## src/rtl/mac_collector_pkg.sv

```systemverilog
// pe_array_pkg: shared constants and result types for the PE array datapath
package pe_array_pkg;

    localparam int array_width_def = 8;
    localparam int mac_w_def       = 32;

    typedef logic [mac_w_def-1:0] mac_t;
    typedef mac_t [array_width_def-1:0] mac_row_t;

endpackage

```

## src/rtl/mac_collector_lane_fifo.sv

```systemverilog
// lane_fifo: single-column result queue with same-cycle push/pop on a full queue
module lane_fifo
    import pe_array_pkg::*;
#(
    parameter int depth = 8,
    parameter int w     = mac_w_def
) (
    input  logic         clk_i,
    input  logic         rst_i,
    input  logic         push_i,
    input  logic         pop_i,
    input  logic         clear_i,
    input  logic [w-1:0] data_i,
    output logic [w-1:0] head_o,
    output logic         full_o,
    output logic         empty_o
);

    localparam int aw = $clog2(depth);
    localparam int cw = aw + 1;

    logic [aw-1:0] wptr_q, wptr_d, rptr_q, rptr_d;
    logic [cw-1:0] cnt_q, cnt_d;
    logic [w-1:0]  mem_q [depth];
    logic [w-1:0]  mem_d [depth];
    logic          wr, rd;

    assign head_o = mem_q[rptr_q];

    // a full lane still accepts a push when it is popped in the same cycle
    always_comb begin
        full_o  = cnt_q == cw'(depth);
        empty_o = cnt_q == '0;
        wr      = push_i && (!full_o || pop_i) && !clear_i;
        rd      = pop_i && !empty_o && !clear_i;
        wptr_d  = clear_i ? '0 : wptr_q + aw'(wr);
        rptr_d  = clear_i ? '0 : rptr_q + aw'(rd);
        cnt_d   = clear_i ? '0 : cnt_q + cw'(wr) - cw'(rd);
        mem_d   = mem_q;
        if (wr) mem_d[wptr_q] = data_i;
    end

    // pointer and occupancy state
    always_ff @(posedge clk_i or negedge rst_i) begin
        if (!rst_i) begin
            wptr_q <= '0;
            rptr_q <= '0;
            cnt_q  <= '0;
        end else begin
            wptr_q <= wptr_d;
            rptr_q <= rptr_d;
            cnt_q  <= cnt_d;
        end
    end

    // storage carries no reset; contents behind an empty count are don't-care
    always_ff @(posedge clk_i) begin
        mem_q <= mem_d;
    end

endmodule

```

## src/rtl/mac_collector.sv

```systemverilog
// mac_collector: realigns skewed per-column MAC results into full rows on a valid/ready stream
module mac_collector
    import pe_array_pkg::*;
#(
    parameter int array_width = array_width_def,
    parameter int mac_w       = mac_w_def,
    parameter int lane_depth  = 8,
    parameter int row_cnt_w   = 16
) (
    input  logic                              clk_i,
    input  logic                              rst_i,
    input  logic [array_width-1:0][mac_w-1:0] mac_i,
    input  logic [array_width-1:0]            mac_v_i,
    input  logic [row_cnt_w-1:0]              rows_i,
    input  logic                              clear_i,
    output logic [array_width-1:0][mac_w-1:0] row_o,
    output logic                              row_v_o,
    input  logic                              row_ready_i,
    output logic                              row_last_o,
    output logic                              overflow_o,
    output logic                              busy_o
);

    logic [array_width-1:0][mac_w-1:0] head;
    logic [array_width-1:0]            full, empty;
    logic [row_cnt_w-1:0]              cnt_q, cnt_d;
    logic                              ovf_q, ovf_d;
    logic                              hs, last_hit;

    for (genvar j = 0; j < array_width; j++) begin : g_lane
        lane_fifo #(.depth(lane_depth), .w(mac_w)) u_lane (
            .clk_i   (clk_i),
            .rst_i   (rst_i),
            .push_i  (mac_v_i[j]),
            .pop_i   (hs),
            .clear_i (clear_i),
            .data_i  (mac_i[j]),
            .head_o  (head[j]),
            .full_o  (full[j]),
            .empty_o (empty[j])
        );
        assign row_o[j] = row_v_o ? head[j] : '0;
    end

    // row assembly, frame counting and sticky drop detection
    always_comb begin
        row_v_o    = &(~empty);
        busy_o     = |(~empty);
        hs         = row_v_o && row_ready_i;
        last_hit   = rows_i != '0 && cnt_q == rows_i - row_cnt_w'(1);
        row_last_o = row_v_o && last_hit;
        overflow_o = ovf_q;
        cnt_d      = clear_i ? '0 : !hs ? cnt_q : last_hit ? '0 : cnt_q + row_cnt_w'(1);
        ovf_d      = clear_i ? 1'b0 : ovf_q || |(mac_v_i & full & ~{array_width{hs}});
    end

    // row counter and overflow flag
    always_ff @(posedge clk_i or negedge rst_i) begin
        if (!rst_i) begin
            cnt_q <= '0;
            ovf_q <= 1'b0;
        end else begin
            cnt_q <= cnt_d;
            ovf_q <= ovf_d;
        end
    end

endmodule

```

## config.mk

```make
export PLATFORM = sky130hd
export DESIGN_NAME = mac_collector
export DESIGN_NICKNAME = d
export VERILOG_FILES = /design/src/rtl/mac_collector_pkg.sv /design/src/rtl/mac_collector_lane_fifo.sv /design/src/rtl/mac_collector.sv
export SDC_FILE = /design/constraint.sdc
export NUM_CORES = 2
export LEC_CHECK = 0
export CELL_PAD_IN_SITES_DETAIL_PLACEMENT = 0
export CELL_PAD_IN_SITES_GLOBAL_PLACEMENT = 1
export CORE_MARGIN = 2
export CORE_UTILIZATION = 55
export DETAILED_ROUTE_END_ITERATION = 7
export PLACE_DENSITY = 0.79
export SYNTH_ARGS = -nofsm -noshare
export SYNTH_HDL_FRONTEND = slang
export SYNTH_SLANG_ARGS = --single-unit
export TNS_END_PERCENT = 30
```

## constraint.sdc

```tcl
create_clock -name clk_i -period 13.4 [get_ports clk_i]
set_input_delay 1.34 -clock clk_i [delete_from_list [all_inputs] [get_ports clk_i]]
set_output_delay 1.34 -clock clk_i [all_outputs]
set_load 0.005 [all_outputs]
```

## Word level (Yosys, flattened, before mapping)

Cells that the tools add are included.

- Add/subtract/negate cells: 34
- Magnitude comparators: 24
- Eq/ne operators: 9
- Mux-type cells: 84
- Bitwise logic cells: 20
- Reduce and logical (&&, ||, !) cells: 82

Operators by type and width:

| cell | count |
|---|---|
| $bwmux W256 | 8 |
| $mux W32 | 32 |
| $bmux W32 S3 | 8 |
| $demux W32 S3 | 8 |
| $ge A4 B4 Y1 const B | 16 |
| $not A3 Y4 | 16 |
| $add A3 B1 Y3 | 16 |
| $mux W16 | 3 |
| $mux W3 | 16 |
| $logic_and A1 B1 Y1 | 43 |
| $add A4 B1 Y4 | 8 |
| $eq A4 B4 Y1 const B | 8 |
| $logic_not A4 Y1 | 8 |
| $lt A4 B1 Y1 const B | 8 |
| $mux W4 | 8 |
| $sub A4 B1 Y4 | 8 |
| $logic_not A1 Y1 | 17 |
| $add A16 B1 Y16 const B | 1 |
| $and A8 B8 Y8 | 2 |
| $eq A16 B16 Y1 | 1 |
| $not A8 Y8 | 2 |
| $reduce_bool A16 Y1 | 1 |
| $reduce_or A8 Y1 | 2 |
| $sub A16 B1 Y16 const B | 1 |
| 4 further kinds | 12 |

- Register bits after elaboration: 2145

## Depth between registers and ports, before layout

- Depth after elaboration: 10
- Depth in mapped cells: 17

## Hierarchy

A second synthesis with hierarchy kept.

- Cell total of the unflattened synthesis: 4002
- Area, all modules: 87303.7 um^2

By module, submodules not included:

| module | instances | cells each | area each (um^2) |
|---|---|---|---|
| lane_fifo (g_lane[0].u_lane ...) | 7 | 435 | 10463.8 |
| lane_fifo (g_lane[1].u_lane) | 1 | 435 | 10462.5 |
| mac_collector | 1 | 522 | 3594.7 |

## Worst setup path after synthesis

No wires, ideal clock.

- Path type: register -> register
- Start: reg g_lane[4].u_lane.cnt_q[2]
- End: reg g_lane[4].u_lane.mem_q[100] (netlist name), enable pin
- Data arrival time: 4.565 ns
- Data required time: 12.932 ns
- Setup slack: 8.367 ns
- Cell stages (with the launch flop): 11
- Clock period less this slack: 5.033 ns
- Path through: dfrtp_1 inv_1 ha_1 nor3b_1 a2111oi_0 nand2_1 inv_1 nand2_1 a311oi_1 nand2b_1 nor3b_1

- Word-level cells in the longest chain between the ends: 7
- Elaborated cells between the ends (all ways): 9
- Those cells by class: eq/ne: 1; bitwise: 1; reduce/logical: 7

Ends and longest elaborated chain:

| item | line | text |
|---|---|---|
| start, declared | mac_collector_lane_fifo.sv:23 | `logic [cw-1:0] cnt_q, cnt_d;` |
| start signal, assigned | mac_collector_lane_fifo.sv:52 | `cnt_q <= cnt_d;` |
| $logic_not A4 Y1 | mac_collector_lane_fifo.sv:33 | `empty_o = cnt_q == '0;` |
| $not A8 Y8 | mac_collector.sv:47 | `row_v_o = &(~empty);` |
| $reduce_and A8 Y1 | mac_collector.sv:47 |  |
| via row_v_o | mac_collector.sv:17 | `output logic row_v_o,` |
| $logic_and A1 B1 Y1 | mac_collector.sv:49 | `hs = row_v_o && row_ready_i;` |
| $logic_or A1 B1 Y1 | mac_collector_lane_fifo.sv:34 | `wr = push_i && (!full_o \|\| pop_i) && !clear_i;` |
| $logic_and A1 B1 Y1 (2 in series) | mac_collector_lane_fifo.sv:34 |  |
| end signal, assigned | mac_collector_lane_fifo.sv:58 | `mem_q <= mem_d;` |
| end, declared | mac_collector_lane_fifo.sv:24 | `logic [w-1:0] mem_q [depth];` |

The timed path passes the listed nets, and every way through them passes these cells.
A chain may end at the register's enable or synchronous reset.

## Final worst setup path

- Start: reg g_lane[4].u_lane.cnt_q[3]
- End: out row_last_o

- Word-level cells in the longest chain between the ends: 4

Ends and longest elaborated chain:

| item | line | text |
|---|---|---|
| $logic_not A4 Y1 | mac_collector_lane_fifo.sv:33 |  |
| $not A8 Y8 | mac_collector.sv:47 |  |
| $reduce_and A8 Y1 | mac_collector.sv:47 |  |
| $logic_and A1 B1 Y1 | mac_collector.sv:51 | `row_last_o = row_v_o && last_hit;` |
| end, declared | mac_collector.sv:19 | `output logic row_last_o,` |

No other way between the ends.

==> results summary <==
The total number of H-tree levels is 4. The number of post-CTS setup repair buffers is 0. The share of final-layout standard cells stronger than drive strength 1 is 0.208. In the final routed layout, each cell accounts on average for 25.7 µm. Max-cap violations in this run came to 0. The maximum clock frequency is 0.145 GHz.

For this run, the register share of the synthesized area comes to 0.761. The number of cell instances on the worst register-to-register path is 12. The average size of a mapped cell came out at 21.0 µm².

The number of antenna-violating nets in the routed design came out at 0. Across all layers, the routed design uses 40100 vias. Routability-driven placement finished with a final weighted congestion of 0.762.

The floorplan step set the die height to 395 µm. The final critical-path required period came out at 6.91 ns. The violation count after the first detailed-route iteration is 3058.

The count of buffers from port buffering came out at 543. For this run, the total global-route usage over all layers was measured as 0.227. The clock latency on the worst-skew pair came out at 0.83 ns. The run finished with clean final reports.

For the final database, setup skew stands at 0.0603 ns. Of all flip-flops after synthesis, the portion carrying an async set or reset was 0.0452. The Yosys step of the flow raised 0 warnings. Of the total power, the share spent switching nets is 0.206. The register share of total power is 0.545. The net count of the finished layout came out at 5010.

The critical path data arrival time is 5.57 ns. The count of hold buffers inserted by post-cts repair came out at 0. The post-synthesis instance total is 3991. The final standard cell utilization of the core is 0.653. The slowest stage of the critical path is the nor4_1 cell. In the routed design, unresolved DRC markers number 0.

For this run, the slowest stage of the critical path takes 0.93 ns. The total number of cells along the worst setup path came out at 8. The internal power of the cells is 11.0 mW. Setup repair after global routing left no endpoint under its margin. The TritonCTS buffer count came out at 210. The via count of the first global-routing pass is 41400. The number of search-and-repair iterations in the first detailed-routing pass came out at 5. The clock drives 2145 sinks. The main combinational cell family by area after synthesis is multiplexers. The global-route congestion overflow total came out at 0. The dominant cell type by area after synthesis is edfxtp_1. Of the total synthesized cell area, the portion taken by XOR and XNOR cells is 0.00490. The effective utilization at floorplan is 0.554. The share of total power dissipated in the clock network is 0.408.

The static leakage is 30.7 nW. After clock tree synthesis, the clock-pin slew on the worst setup and hold paths is 0.06 ns. The final count of negative-setup-slack endpoints came out at 0.

The final instance count without filler cells came out at 6869. In the synthesized netlist, the cells that appear most often are 2048 x edfxtp_1, 512 x mux4_2, 359 x nor2_1. In the post-synthesis netlist, the biggest area contributors are edfxtp_1 73%, mux4_2 14%, mux2i_1 3.1%. Dividing the detail-routed via count by the number of cells gives 5.84.

The final layout contains routed wiring with a total length of 176000 µm. Yosys instantiated no cell more often than edfxtp_1. The post-placement setup slack came out at 7.03 ns. The critical-path maximum fanout came out at 72. The number of hold violations in the final report is 0.

The setup path with the least slack is of type reg -> out. Final hold analysis gives a worst-case slack of 0.511 ns. The headroom to the max-slew limit is 0.215. IR analysis of the VDD net gives a maximum drop of 0.125 mV. The initial antenna violation count came to 55. Broken down by cell family, the worst path's largest delay share belongs to simple AND/OR/NAND/NOR gates. The power dissipated by switching net loads came out at 2.86 mW. The signal on the critical path passes through inv_1 -> ha_1 -> nor3b_1 -> a2111oi_0 -> nand2_4 -> buf_4 -> nor4_1 -> clkdlybuf4s50_1. The floorplan core area is 0.152 mm². The number of standard-cell rows in the floorplan is 143. The clock tree buffer depth came out at 3. The buffering stage count on the worst path with inverters included came out at 3. The worst setup path is launched from a flip-flop. The post-route clock period utilization is 0.516.

The mapped netlist covers 0.0840 mm². The global-route wire length before repair came out at 263000 µm. The count of boundary I/O pins is 544. The width of the chip is 395 µm. Adding up every negative setup slack in the final design gives 0 ns. For flop-to-flop paths, the worst setup slack is 7.83 ns. The cell sitting at the root of the clock tree is a clkbuf_16.

The count of flip-flops with a built-in enable after synthesis came out at 2048. The area added between synthesis and finish came out at 18.0%. The number of slew-limit violations in the final report came out at 0. The post-synthesis adder-cell area fraction came out at 0.0141. Yosys mapped the design onto 58 distinct sky130hd cell types. Measured against the total synthesized area, the mux share comes to 0.168. The TritonCTS clock tree is done. The synthesized netlist net count came out at 4365. The proportion of power drawn by combinational gates is 0.047. The final setup slack of the worst path came out at 6.49 ns. The data required time of the worst path is 12.06 ns. The compound-cell area share of the yosys netlist was 0.00709.

The number of register bits inferred by synthesis is 2145. The class of the tightest hold or removal check is in -> async. The top-area cell type share of the netlist area came out at 0.732. The number of placed instances with taps included is 6454.

At the pin with the least slew margin, the transition time is 1.17 ns. The pin count of the biggest net entering global routing came out at 73. The HPWL after detailed placement came out at 101000 µm. Among all flip-flop cells after synthesis, the most frequent one is edfxtp_1.

The number of fillers in the final layout is 10100. The number of gates resized after CTS came out at 0. The critical path endpoint category is a primary output.

The floorplan step defined a die boundary enclosing 0.156 mm². The post-synthesis share of cell area spent on and, or, nand and nor gates came out at 0.0325. The total power divided by cell area came out at 140 mW/mm².
-- layout by cell type, fill, tap and decap left out, types with 39 or more instances in the layout --
cell type / instances
ha_1: 82
nand2b_1: 40
mux4_2: 512
mux2i_1: 259
inv_1: 60
edfxtp_1: 2048
clkdlybuf4s50_1: 541
buf_4: 95
nor2b_1: 54
dfrtp_1: 73
nor2_4: 45
clkbuf_1: 41
clkinv_2: 39
xnor2_1: 43
clkinv_1: 60
clkbuf_16: 212
nor2_1: 315
-- worst reg2reg max path: cells and delay by family (launching register included) --
kind | cells | cell delay, ns
AO/OA/AOI/OAI | 2 | 1.47
AND/OR/NAND/NOR | 5 | 2.05
flip-flops | 1 | 0.36
adder cells (fa/ha/maj) | 1 | 0.16
buffers and inverters | 4 | 1.17
-- cells by family after synthesis --
| group | after synthesis |
|---|---|
| simple gates | 590 |
| buf+inv | 263 |
| xor+xnor | 47 |
| flops | 2145 |
| mux | 771 |
| compound gates | 85 |
| fa+ha+maj | 90 |
-- power groups by stage --
stage          logic (mW)  clock network (mW)  registers (mW)
2_1_floorplan       0.328                   0            7.71
3_3_place_gp        0.646                   0            7.70
3_5_place_dp        0.658                   0            7.71
4_1_cts             0.661                5.78            7.57
5_1_grt             0.717                6.04            7.58
6_report            0.647                5.67            7.57
-- state kept, by name (all words and copies together) (netlist names) --
register	count
g_lane.u_lane.mem_q	2048
overflow_o	1
g_lane.u_lane.rptr_q	24
g_lane.u_lane.cnt_q	32
g_lane.u_lane.wptr_q	24
cnt_q	16
-- area by class of cell --
cell class	instances	area [µm²]	share of cell area
clock inverter	141	1240	0.0126
inverter	60	225	0.00227
sequential	2145	64000	0.646
antenna	21	52.6	0.000530
clock buffer	253	5460	0.0551
tap	2030	2540	0.0256
timing repair buffer	636	6130	0.0618
multi-input combinational	1583	19500	0.197
-- metal layers --
metal / track usage / up-vias / share of wire
li1: - / 17600 / -
met1: 0.307 / 21000 / 0.41
met3: 0.0594 / 301 / 0.072
met4: 0.0757 / 62 / 0.025
met5: 0 / - / 0.0021
met2: 0.364 / 1226 / 0.50
-- path summary, 6_finish.rpt --
| check | endpoint | from |
|---|---|---|
| worst max-delay path | row_last_o | g_lane[4].u_lane.cnt_q[3] |
| worst min-delay path | g_lane[1].u_lane.wptr_q[0] | rst_i |
| worst max register to register | g_lane[4].u_lane.mem_q[149] | g_lane[4].u_lane.cnt_q[3] |
| worst min register to register | g_lane[4].u_lane.rptr_q[2] | g_lane[4].u_lane.rptr_q[2] |
| max in group asynchronous | g_lane[7].u_lane.rptr_q[0] | rst_i |
| min in group clk_i | g_lane[4].u_lane.rptr_q[2] | g_lane[4].u_lane.rptr_q[2] |
-- metrics by stage --
| stage | power [mW] | cell area, µm² |
|---|---|---|
| 2_1_floorplan | 8.03 | 84000 |
| 6_report | 13.9 | 99100 |
| 3_3_place_gp | 8.35 | 92400 |
| 5_1_grt | 14.3 | 99100 |
| 3_5_place_dp | 8.37 | 92400 |
| 4_1_cts | 14.0 | 99100 |
No activity file was read; power rests on OpenSTA's default activity.
